$ cat config.mk
export PLATFORM = sky130hd
export DESIGN_NAME = user_sobel_core
export DESIGN_NICKNAME = d
export VERILOG_FILES = /design/src/rtl/user_sobel_core.sv
export SDC_FILE = /design/constraint.sdc
export NUM_CORES = 1
export LEC_CHECK = 0
export ABC_AREA = 1
export CORE_ASPECT_RATIO = 1.4
export CORE_MARGIN = 2
export CORE_UTILIZATION = 55
export DETAILED_ROUTE_END_ITERATION = 8
export GPL_TIMING_DRIVEN = 0
export PLACE_DENSITY = 0.74
export SYNTH_ARGS = -nofsm -noshare
export SYNTH_HDL_FRONTEND = slang
export SYNTH_SLANG_ARGS = --single-unit
$ cat constraint.sdc
create_clock -name clk_i -period 6.3 [get_ports clk_i]
set_input_delay 1.26 -clock clk_i [delete_from_list [all_inputs] [get_ports clk_i]]
set_output_delay 1.26 -clock clk_i [all_outputs]
set_load 0.01 [all_outputs]
$ cat src/rtl/user_sobel_core.sv
// Sobel gradient-magnitude core: collects the 8 neighbours of a 3x3 window and emits sat8(|Gx|+|Gy|).
// Optional build macro USER_SOBEL_THRESHOLD_EN turns the result into a binary edge map against thresh_i.
module user_sobel_core #(
  parameter int PixW = 8,
  parameter int CntW = 16
) (
  input  logic            clk_i,
  input  logic            rst_i,
  input  logic            clear_i,
  input  logic            pix_valid_i,
  output logic            pix_ready_o,
  input  logic [PixW-1:0] pix_data_i,
  output logic            res_valid_o,
  input  logic            res_ready_i,
  output logic [PixW-1:0] res_data_o,
`ifdef USER_SOBEL_THRESHOLD_EN
  input  logic [PixW-1:0] thresh_i,
`endif
  output logic [CntW-1:0] res_cnt_o
);

  localparam int GW = PixW + 3;
  localparam logic [PixW-1:0] PixMax = '1;

  // Window slot order matches arrival order: TL TC TR ML MR BL BC BR.
  localparam int TL = 0, TC = 1, TR = 2, ML = 3, MR = 4, BL = 5, BC = 6, BR = 7;

  typedef enum logic [1:0] {
    COLLECT,
    COMPUTE,
    OUTPUT
  } state_t;

  state_t          state;
  logic [2:0]      idx;
  logic [PixW-1:0] win [8];

  logic [GW-1:0]   pos_x, neg_x, pos_y, neg_y;
  logic [GW-1:0]   abs_x, abs_y, mag;
  logic [PixW-1:0] sat, result;

  // Gradients kept as unsigned positive/negative halves; |a-b| avoids signed arithmetic.
  // NOTE: every always_comb output gets a value on every path, so no latch is inferred.
  always_comb begin
    pos_x  = GW'(win[TR]) + GW'({win[MR], 1'b0}) + GW'(win[BR]);
    neg_x  = GW'(win[TL]) + GW'({win[ML], 1'b0}) + GW'(win[BL]);
    pos_y  = GW'(win[BL]) + GW'({win[BC], 1'b0}) + GW'(win[BR]);
    neg_y  = GW'(win[TL]) + GW'({win[TC], 1'b0}) + GW'(win[TR]);
    abs_x  = (pos_x >= neg_x) ? pos_x - neg_x : neg_x - pos_x;
    abs_y  = (pos_y >= neg_y) ? pos_y - neg_y : neg_y - pos_y;
    mag    = abs_x + abs_y;
    sat    = (mag > GW'(PixMax)) ? PixMax : mag[PixW-1:0];
    result = sat;
`ifdef USER_SOBEL_THRESHOLD_EN
    result = (sat >= thresh_i) ? PixMax : '0;
`endif
  end

  // NOTE: sequential state uses non-blocking assignments so all flops update from pre-edge values.
  always_ff @(posedge clk_i) begin
    if (rst_i) begin
      state       <= COLLECT;
      idx         <= '0;
      pix_ready_o <= 1'b1;
      res_valid_o <= 1'b0;
      res_data_o  <= '0;
      res_cnt_o   <= '0;
      // NOTE: the window store is cleared too, so no stale pixel survives a reset.
      for (int i = 0; i < 8; i++) win[i] <= '0;
    end else begin
      case (state)
        COLLECT: begin
          if (clear_i) begin
            idx <= '0;
          end else if (pix_valid_i) begin
            win[idx] <= pix_data_i;
            idx      <= idx + 3'd1;
            if (idx == 3'd7) begin
              state       <= COMPUTE;
              pix_ready_o <= 1'b0;
            end
          end
        end
        COMPUTE: begin
          res_data_o  <= result;
          res_valid_o <= 1'b1;
          state       <= OUTPUT;
        end
        OUTPUT: begin
          if (res_ready_i) begin
            res_cnt_o   <= res_cnt_o + 1'b1;
            res_valid_o <= 1'b0;
            pix_ready_o <= 1'b1;
            state       <= COLLECT;
          end
        end
        default: begin
          state       <= COLLECT;
          idx         <= '0;
          pix_ready_o <= 1'b1;
          res_valid_o <= 1'b0;
        end
      endcase
    end
  end

endmodule
==> key figures <==
Timing
  • Tcrit/Tclk final: 93.75%
  • Final hold vios: 0
  • Slew headroom: 63.99%
  • Period minus WS final: 5907 ps
  • Slew @ Worst Pin: 534.5 ps
  • Achievable Freq: 169.3 MHz
  • Slew Viols, Final: 0
  • Final Setup Violations: 0
  • Worst Skew: 6.188 ps

Worst setup path
  • Worst path max stage delay: 420 ps
  • WP data arrival: 6150 ps
  • Worst r2r src: win[0][1]
  • Crit Path Class: flop to flop
  • CP Launch Point: win[0][1]
  • Data required time of the worst path: 6550 ps
  • Max FO, Critical Path: 10
  • Slowest-stage cell, CP: fa_1
  • Worst Setup End Kind: flop
  • Most Frequent Cell on Critical Path: inv_1
  • Startpoint types: flop

Finish
  • Most common cell after layout, fill and taps aside: inv_1
  • Layout filler cell count: 1,290
  • Storage element area: 2542 um^2
  • Share of cells above drive strength 1: 5.107%
  • Antenna diodes: 0
  • Area Overhead vs Synth: 11.25%
  • Multi-input gate area: 4788 um^2
  • Nets: 1,214
  • Fin util: 62.50%
  • Commonest cells after routing, fill and taps aside: 200 x inv_1, 172 x nand2_1, 148 x nor2_1

Drt
  • DRT iter0 DRCs: 298
  • Via density: 5.155
  • DRT antenna net count: 0
  • Post-DR wirelength/cell: 14.55 um
  • Via count: 6,526
  • Total wire length: 18,420 um
  • Residual DRC: 0
  • Iteration count of the initial detailed-routing pass: 5

Floorplan
  • Site Rows: 52
  • CORE AREA: 14,510 um^2
  • IO Count: 39
  • Die X: 106.9 um
  • Die ar.: 15,820 um^2
  • Die height: 148.0 um
  • Starting density of the core: 56.18%

Synth
  • Yosys warning total: 0
  • Syn Area/Cell: 7.968 um^2
  • Seq/Total Area, Yosys: 31.19%
  • Number of synthesized register bits: 95
  • Mapped Cells: 1,023
  • Post-synth top area cell: edfxtp_1
  • Synthesized area: 8152 um^2
  • Synth cell types: 40
  • Syn_nets: 1,165
  • Area share of the largest cell type after synthesis: 23.58%
  • Area contributors post-synth: edfxtp_1 24%, ha_1 14%, inv_1 9.2%

Place
  • DP HPWL: 15,030 um
  • I/O Buffers: 38
  • Placer Congestion: 0.9133

Global routing
  • Number of global-route vias before repair: 6,453
  • First-pass GRT wire length: 30,190 um
  • Gr ovfl total: 0
  • Initial antenna violation count: 0
  • Pin count of the biggest net entering global routing: 17
  • Total track usage: 24.57%

CTS
  • Worst skew pair latency: 350 ps
  • # resized after CTS: 0
  • Maximum clock path buffer count: 2
  • Post-CTS Setup Bufs: 0
  • H-Tree Level Count: 3
  • Clock sink count: 95
  • CTS root buf: clkbuf_16
  • Cts bufs inserted: 9
  • CTS tree: built
  • Clock slew at reported path FFs: 60 ps
  • Cts hold-fix bufs: 0

Job
  • Max cap viols: 0

Min path
  • Worst hold path class: flop to flop
  • HP Start: pix_ready_o

Outcome
  • Status: finished, final reports clean
[worst paths after layout]
check             endpoint  slack, ps  depth (start not counted)
max          res_data_o[0]        390                         36
min reg2reg    pix_ready_o        460                          2
max reg2reg  res_data_o[0]        390                         36
min            pix_ready_o        460                          2
[logic make-up after synthesis]
family                   count (synthesis)  synth area share [%]
AND/OR/NAND/NOR                        394                 20.43
buffers and inverters                  216                 10.25
AO/OA/AOI/OAI                          142                 9.793
adder cells (fa/ha/maj)                129                 23.21
flip-flops                              95                 31.19
XOR/XNOR                                43                 4.620
multiplexers                             4                0.5065
[flip-flops by register name, indices dropped and copies added (netlist names)]
signal       flops
idx              3
win             64
state            2
res_valid_o      1
pix_ready_o      1
res_cnt_o       16
res_data_o       8
[cells in the mapped netlist]
library cell and instances:
clkbuf_1 4, o31ai_1 1, fa_1 37, mux2_1 1, nor2_1 148, o21ai_0 28, edfxtp_1 64, o21ai_1 13
buf_2 2, o211ai_1 1, nand3b_1 1, a21oi_4 1, a21oi_2 3, o22ai_1 1, xor2_1 30, dfxtp_1 31
nor2_2 2, nor2_4 3, o21bai_1 10, a21oi_1 71, inv_1 200, inv_2 7, buf_6 3, ha_1 92
nand3_2 3, nand3_1 44, a31o_2 1, mux2i_1 3, a21o_1 1, nand2_2 7, nor3_1 6, nand2_1 172
o31ai_2 1, a31oi_1 4, xnor2_1 13, nand2_4 3, nand2_8 1, nand4_1 2, a211oi_1 6, nor3_2 2
[per-stage QoR]
| step | hold slack [ps] | setup TNS (ps) | cells | setup slack (ps) | cell area, um^2 |
|---|---|---|---|---|---|
| 6_report | 464.0 | 0 | 1266 | 393.5 | 9069 |
| 5_1_grt | 500.0 | -398.5 | 1266 | -68.70 | 9069 |
| 4_1_cts | 462.9 | 0 | 1266 | 357.0 | 9054 |
| 2_1_floorplan | 478.7 | 0 | 1023 | 1254 | 8152 |
| 3_3_place_gp | 445.4 | 0 | 1250 | 502.7 | 8768 |
| 3_5_place_dp | 453.7 | 0 | 1250 | 402.2 | 8768 |
[critical path, delay by kind of cell, from the launching register on]
family	cells	cell delay, ps
AOI/OAI and AO/OA	7	1210
xor gates and xnor gates	2	500
adders and majority gates	5	1710
buffers and inverters	11	850
DFF	1	360
and+or+nand+nor	11	1150
[layer usage]
layer,track usage (%),up-vias,routed length (um)
met1,26.40,3040,7128
met3,2.690,47,385
met4,11.62,0,865
met2,47.07,99,10040
met5,0,-,0
li1,-,3340,-
[layout make-up]
cell class	instances	area share [%]
Multi-Input combinational cell	712	52.80
Sequential cell	95	28.04
Inverter	207	8.568
Timing Repair Buffer	38	4.194
Clock buffer	12	2.842
Tap cell	189	2.608
Buffer	9	0.6485
Clock inverter	4	0.3035
Power is not shown: default switching activity piles up to over one toggle a cycle in this logic, so the estimate is an artifact.
